**config.mk**
```make
export PLATFORM = sky130hd
export DESIGN_NAME = mux_rr_arbiter16_flat
export DESIGN_NICKNAME = d
export VERILOG_FILES = /design/src/rtl/mux_rr_arbiter16_if.sv /design/src/rtl/mux_rr_arbiter16.sv /design/src/flat_wrapper.sv
export SDC_FILE = /design/constraint.sdc
export NUM_CORES = 1
export LEC_CHECK = 0
export CAP_MARGIN = 25
export CORE_MARGIN = 5
export CORE_UTILIZATION = 66
export CTS_BUF_LIST = sky130_fd_sc_hd__clkbuf_2 sky130_fd_sc_hd__clkbuf_4 sky130_fd_sc_hd__clkbuf_8
export DETAILED_ROUTE_END_ITERATION = 10
export PLACE_DENSITY = 0.95
export SYNTH_ARGS = -nofsm -noshare
export SYNTH_HDL_FRONTEND = slang
export SYNTH_SLANG_ARGS = --single-unit
export TNS_END_PERCENT = 5
```
**constraint.sdc**
```tcl
create_clock -name clk -period 7.2 [get_ports clk]
set_input_delay 1.44 -clock clk [delete_from_list [all_inputs] [get_ports clk]]
set_output_delay 1.44 -clock clk [all_outputs]
set_load 0.005 [all_outputs]
```
**src/rtl/mux_rr_arbiter16_if.sv**
```systemverilog
`default_nettype none
// +----------------------------------------------------------------------+
// | mux_rr_arbiter16_if                                                  |
// | Request/grant bundle between the requesters and the 16:1 arbiter.    |
// | Rev 1.0                                                              |
// +----------------------------------------------------------------------+
interface mux_rr_arbiter16_if;
   logic [15:0] req;
   logic        en;
   logic [3:0]  sel;
   logic [15:0] gnt;
   logic        gnt_valid;
   logic        preempt;

   modport master (
      output req,
      output en,
      input  sel,
      input  gnt,
      input  gnt_valid,
      input  preempt
   );

   modport slave (
      input  req,
      input  en,
      output sel,
      output gnt,
      output gnt_valid,
      output preempt
   );
endinterface
`default_nettype wire

```
**src/rtl/mux_rr_arbiter16.sv**
```systemverilog
`default_nettype none
// +----------------------------------------------------------------------+
// | mux_rr_arbiter16                                                     |
// | Round-robin arbiter with bounded tenure driving a 16:1 mux select.   |
// | Rev 1.0                                                              |
// +----------------------------------------------------------------------+
module mux_rr_arbiter16 #(
   parameter int HOLD_MAX = 8
) (
   input  wire logic          clk,
   input  wire logic          rst_n,
   mux_rr_arbiter16_if.slave  bus
);

   localparam logic [7:0] c_hold_max = 8'(HOLD_MAX);
   localparam logic [7:0] c_hold_sat = 8'hFF;

   typedef enum logic [0:0] {
      IDLE  = 1'b0,
      GRANT = 1'b1
   } state_t;

   state_t      r_state;
   logic [3:0]  r_ptr;
   logic [3:0]  r_sel;
   logic [7:0]  r_hold_cnt;
   logic [15:0] r_gnt;
   logic        r_gnt_valid;
   logic        r_preempt;

   logic [3:0]  w_pick;
   logic [3:0]  w_idx;
   logic        w_found;
   logic        w_any;
   logic        w_owner_req;
   logic        w_others;
   logic        w_can_grant;
   logic        w_expired;

   // Circular scan starting at the pointer; the first hit wins.
   always_comb begin
      w_pick  = r_ptr;
      w_idx   = r_ptr;
      w_found = 1'b0;
      for (int k = 0; k < 16; k++) begin
         w_idx = r_ptr + k[3:0];
         if (!w_found && bus.req[w_idx]) begin
            w_pick  = w_idx;
            w_found = 1'b1;
         end
      end
   end

   assign w_any       = |bus.req;
   assign w_owner_req = bus.req[r_sel];
   assign w_others    = |(bus.req & ~(16'h0001 << r_sel));
   assign w_can_grant = bus.en && w_any;
   assign w_expired   = (r_hold_cnt >= c_hold_max) && bus.en && w_others;

   always_ff @(posedge clk) begin
      if (!rst_n) begin
         r_state     <= IDLE;
         r_ptr       <= 4'd0;
         r_sel       <= 4'd0;
         r_hold_cnt  <= 8'd0;
         r_gnt       <= 16'h0000;
         r_gnt_valid <= 1'b0;
         r_preempt   <= 1'b0;
      end else begin
         r_preempt <= 1'b0;
         case (r_state)
            IDLE: begin
               if (w_can_grant) begin
                  r_state     <= GRANT;
                  r_gnt       <= 16'h0001 << w_pick;
                  r_sel       <= w_pick;
                  r_gnt_valid <= 1'b1;
                  r_ptr       <= w_pick + 4'd1;
                  r_hold_cnt  <= 8'd1;
               end
            end
            GRANT: begin
               if (!w_owner_req || w_expired) begin
                  // Release and tenure expiry share the handover path.
                  if (w_can_grant) begin
                     r_gnt       <= 16'h0001 << w_pick;
                     r_sel       <= w_pick;
                     r_gnt_valid <= 1'b1;
                     r_ptr       <= w_pick + 4'd1;
                     r_hold_cnt  <= 8'd1;
                     r_preempt   <= w_owner_req;
                  end else begin
                     r_state     <= IDLE;
                     r_gnt       <= 16'h0000;
                     r_gnt_valid <= 1'b0;
                  end
               end else if (r_hold_cnt != c_hold_sat) begin
                  r_hold_cnt <= r_hold_cnt + 8'd1;
               end
            end
            default: begin
               r_state     <= IDLE;
               r_gnt       <= 16'h0000;
               r_gnt_valid <= 1'b0;
            end
         endcase
      end
   end

   assign bus.sel       = r_sel;
   assign bus.gnt       = r_gnt;
   assign bus.gnt_valid = r_gnt_valid;
   assign bus.preempt   = r_preempt;

endmodule
`default_nettype wire

```
**src/flat_wrapper.sv**
```systemverilog
// flat-port wrapper written by rule: the top's interface ports become plain ports
module mux_rr_arbiter16_flat 
#(
   parameter int HOLD_MAX = 8
)
  (clk, rst_n, bus_req, bus_en, bus_sel, bus_gnt, bus_gnt_valid, bus_preempt);
  mux_rr_arbiter16_if bus_i ();
  input  wire logic clk;
  input  wire logic rst_n;
  input wire logic [$bits(bus_i.req)-1:0] bus_req;
  input wire logic [$bits(bus_i.en)-1:0] bus_en;
  output wire logic [$bits(bus_i.sel)-1:0] bus_sel;
  output wire logic [$bits(bus_i.gnt)-1:0] bus_gnt;
  output wire logic [$bits(bus_i.gnt_valid)-1:0] bus_gnt_valid;
  output wire logic [$bits(bus_i.preempt)-1:0] bus_preempt;
  assign bus_i.req = bus_req;
  assign bus_i.en = bus_en;
  assign bus_sel = bus_i.sel;
  assign bus_gnt = bus_i.gnt;
  assign bus_gnt_valid = bus_i.gnt_valid;
  assign bus_preempt = bus_i.preempt;
  mux_rr_arbiter16 #(.HOLD_MAX(HOLD_MAX)) u_core (.clk(clk), .rst_n(rst_n), .bus(bus_i));
endmodule
```
==> run_results.csv <==
group,metric,value,unit
yosys,synthCells,554,
yosys,synth_area_leaders,"mux4_2 (17%), dfxtp_1 (15%), mux2_2 (5.8%)",
cells_and_area,diodes,0,
power_and_ir_drop,power.net_switching,1350,µW
yosys,yosysMostFrequentCell,"nand2_1",
critical_path,ff2ff_setup_slack,1.60,ns
critical_path,r2r_start,"u_core.r_ptr[0]",
floorplanning,initial_core_util,0.684,
floorplanning,fp.coreArea,6830,µm²
critical_path,crit_path_start_kind,"input pin",
yosys,synth-edff-count,0,
critical_path,path_class,"in2reg",
yosys,synth-main-ff-cell,"dfxtp_1",
power_and_ir_drop,p_clk_frac,0.071,
floorplanning,num_rows,30,
clock_tree,cts_resized,0,
yosys,avgSynthCellArea,8.43,µm²
status,outcome,"complete, no violations",
critical_path,cp_cell_sequence,"clkdlybuf4s50_1, mux4_2, mux2_2, mux2i_2, nor4b_4, and4_1, nand2_2, o221a_2, xnor2_1, ha_1, ha_1, nand2_1, a21oi_1",
global_routing,grt_start_max_net_pins,32,
drt,drtIter0Drc,987,
global_routing,track_usage,0.322,
timing,setup_viol,0,
timing,final-max-slew-violation-count,0,
timing,setup-tns-final,0,ns
drt,drt.antenna.violating_nets,0,
clock_tree,cts_buffers,5,
power_and_ir_drop,pwr-share-seq,0.114,
placed_design,hpwl,10300,µm
yosys,synth.yosys.warnings,0,
drt,wire_per_inst,22.2,µm
timing,fmaxAchievable,178,MHz
cells_and_area,area_growth,10.0,%
yosys,synth_seq_cells,35,
drt,viasPerCell,7.53,
power_and_ir_drop,powerDensity,489,nW/µm²
critical_path,critical_path.startpoint,"bus_req[8]",
timing,slew_headroom,0.388,
clock_tree,cts_root_buf,"clkbuf_8",
cells_and_area,num-fill-cells,477,
power_and_ir_drop,switching_share,0.538,
timing,worst_pin_slew,0.917,ns
yosys,ys_async_sr_fraction,0,
timing,clock_skew,0.00908,ns
yosys,synth_area_leader_cell,"mux4_2",
clock_tree,clock_latency,0.29,ns
clock_tree,cts_tree,"done",
yosys,syn_area,4670,µm²
critical_path,max_stage_delay,0.67,ns
floorplanning,boundaryPins,41,
global_routing,grt_pass1_wl,23000,µm
cells_and_area,fin_nets,589,
floorplanning,die_h,94.1,µm
timing,period_needed,5.61,ns
yosys,yosys.area.top_type_share,0.169,
drt,drc,0,
yosys,synth_cell_types,81,
clock_tree,clock-sinks,35,
critical_path,worstPathRequired,7.35,ns
drt,via_count,4919,
timing,rsz0062_at_grt,"no",
clock_tree,postCtsHoldBufs,0,
placed_design,portBuffers,40,
cells_and_area,final_core_util,0.752,
clock_tree,post_cts_buffers,0,
drt,dr.pass1.iters,6,
yosys,yosysSeqAreaShare,0.150,
timing,hold_viol,0,
placed_design,gp_congestion,1.00,
clock_tree,clk_pin_slew,0.08,ns
power_and_ir_drop,leakagePower,0.00175,µW
power_and_ir_drop,combPwrFrac,0.815,
global_routing,grt_overflow_total,0,
yosys,synth_nets,587,
drt,routed_wl,14500,µm
floorplanning,die_w,94.1,µm
power_and_ir_drop,ir_worst_vdd,0.000277,V
job,cap_violations,0,
floorplanning,floorplan.die_area,8860,µm²
min_path,hp-class,"reg2reg",
timing,fin_crit_sh,0.779,
power_and_ir_drop,cell_internal_pwr,1160,µW
critical_path,cpMostUsedCell,"ha_1",
critical_path,cp_slowest_cell,"clkdlybuf4s50_1",
clock_tree,clockBufferDepth,2,
min_path,hp-start,"u_core.bus.gnt[1]",
critical_path,crit_arrival,5.76,ns
critical_path,cp-end-kind,"flop",
global_routing,grt_pass1_vias,4605,
clock_tree,htreeDepth,2,
global_routing,antenna_found_initial,0,
critical_path,crit_fanout,13,
yosys,synth_common_cells,"nand2_1 (54), nor2_1 (48), dfxtp_1 (35), mux4_2 (35), clkbuf_1 (32)",
cells_and_area,layout-drive-gt1-share,0.183,
## cell families (layout without fill, tap and decap cells)
group	Yosys count	in the layout	share of synthesized area
buffers and inverters	71	74	0.0646
multiplexers	88	88	0.294
XOR/XNOR	15	15	0.0329
AND/OR/NAND/NOR	195	195	0.212
AO/OA/AOI/OAI	136	136	0.209
flip-flops	35	35	0.150
adder cells (fa/ha/maj)	14	14	0.0375
## registers in the layout, indices dropped and copies added (netlist names)
| register | flops |
|---|---|
| u_core.bus.gnt | 16 |
| u_core.bus.gnt_valid | 1 |
| u_core.bus.preempt | 1 |
| u_core.bus.sel | 4 |
| u_core.r_hold_cnt | 8 |
| u_core.r_ptr | 4 |
| u_core.r_state | 1 |
## worst paths after layout
path | end | cells after the start
worst min register to register | u_core.bus.gnt[1] | 2
worst min-delay path | u_core.bus.gnt[1] | 2
worst max register to register | u_core.r_ptr[2] | 15
worst max-delay path | u_core.r_ptr[2] | 13
## critical path, delay by kind of cell
kind            cells  cell delay [ns]
compound gates      2             0.37
mux                 3             1.38
buf+inv             1             0.67
fa+ha+maj           2             0.55
xor+xnor            1             0.49
simple gates        4             0.85
## stage by stage
step           instance area [µm²]  std cells  power, µW  hold slack (ns)  setup WS, ns
6_report                      5140        653       2510            0.455          1.59
5_1_grt                       5140        653       2650            0.473          1.38
4_1_cts                       5110        652       2400            0.458          1.46
3_5_place_dp                  5000        644       2210            0.448          1.41
3_3_place_gp                  5000        644       2150            0.439          1.48
2_1_floorplan                 4670        554       1780            0.440          2.31
## cells in the final DEF (no fill, tap or decap), types with 6 or more instances in the layout
master	netlist	final
a31oi_1	11	11
o21ai_0	19	19
a211oi_1	7	7
nor2_1	48	48
nand3_1	14	14
a21oi_1	30	30
nor3_1	19	19
ha_1	14	14
mux2_2	24	24
and2_1	6	6
nand4_1	7	7
nand2_1	54	54
dfxtp_1	35	35
o21ai_1	7	7
mux2i_1	26	26
xnor2_1	8	8
mux4_2	35	35
inv_1	18	18
clkdlybuf4s50_1	0	40
nor4_1	7	7
## layer usage
layer / vias to the layer above / wire, µm / part of all wire / global-route usage
li1: 2124 / - / - / -
met5: - / 0 / 0 / 0
met4: 0 / 623 / 0.043 / 0.155
met2: 468 / 6670 / 0.46 / 0.500
met3: 85 / 1810 / 0.13 / 0.0641
met1: 2242 / 5390 / 0.37 / 0.426
## area by class of cell
class | count | area [µm²] | share of cell area
Clock buffer | 5 | 68.8 | 0.0134
Clock inverter | 3 | 43.8 | 0.00852
Inverter | 21 | 78.8 | 0.0153
Multi-Input combinational cell | 448 | 3670 | 0.714
Sequential cell | 35 | 701 | 0.136
Tap cell | 96 | 120 | 0.0234
Timing Repair Buffer | 45 | 458 | 0.0891
## power by group through the flow
stage / Clock, µW / Combinational (µW) / Sequential, µW
6_report: 179 / 2050 / 286
5_1_grt: 188 / 2170 / 293
4_1_cts: 177 / 1930 / 285
3_5_place_dp: 0 / 1920 / 288
3_3_place_gp: 0 / 1870 / 285
2_1_floorplan: 0 / 1520 / 261
Note: power is estimated with default switching activity, not from simulation.
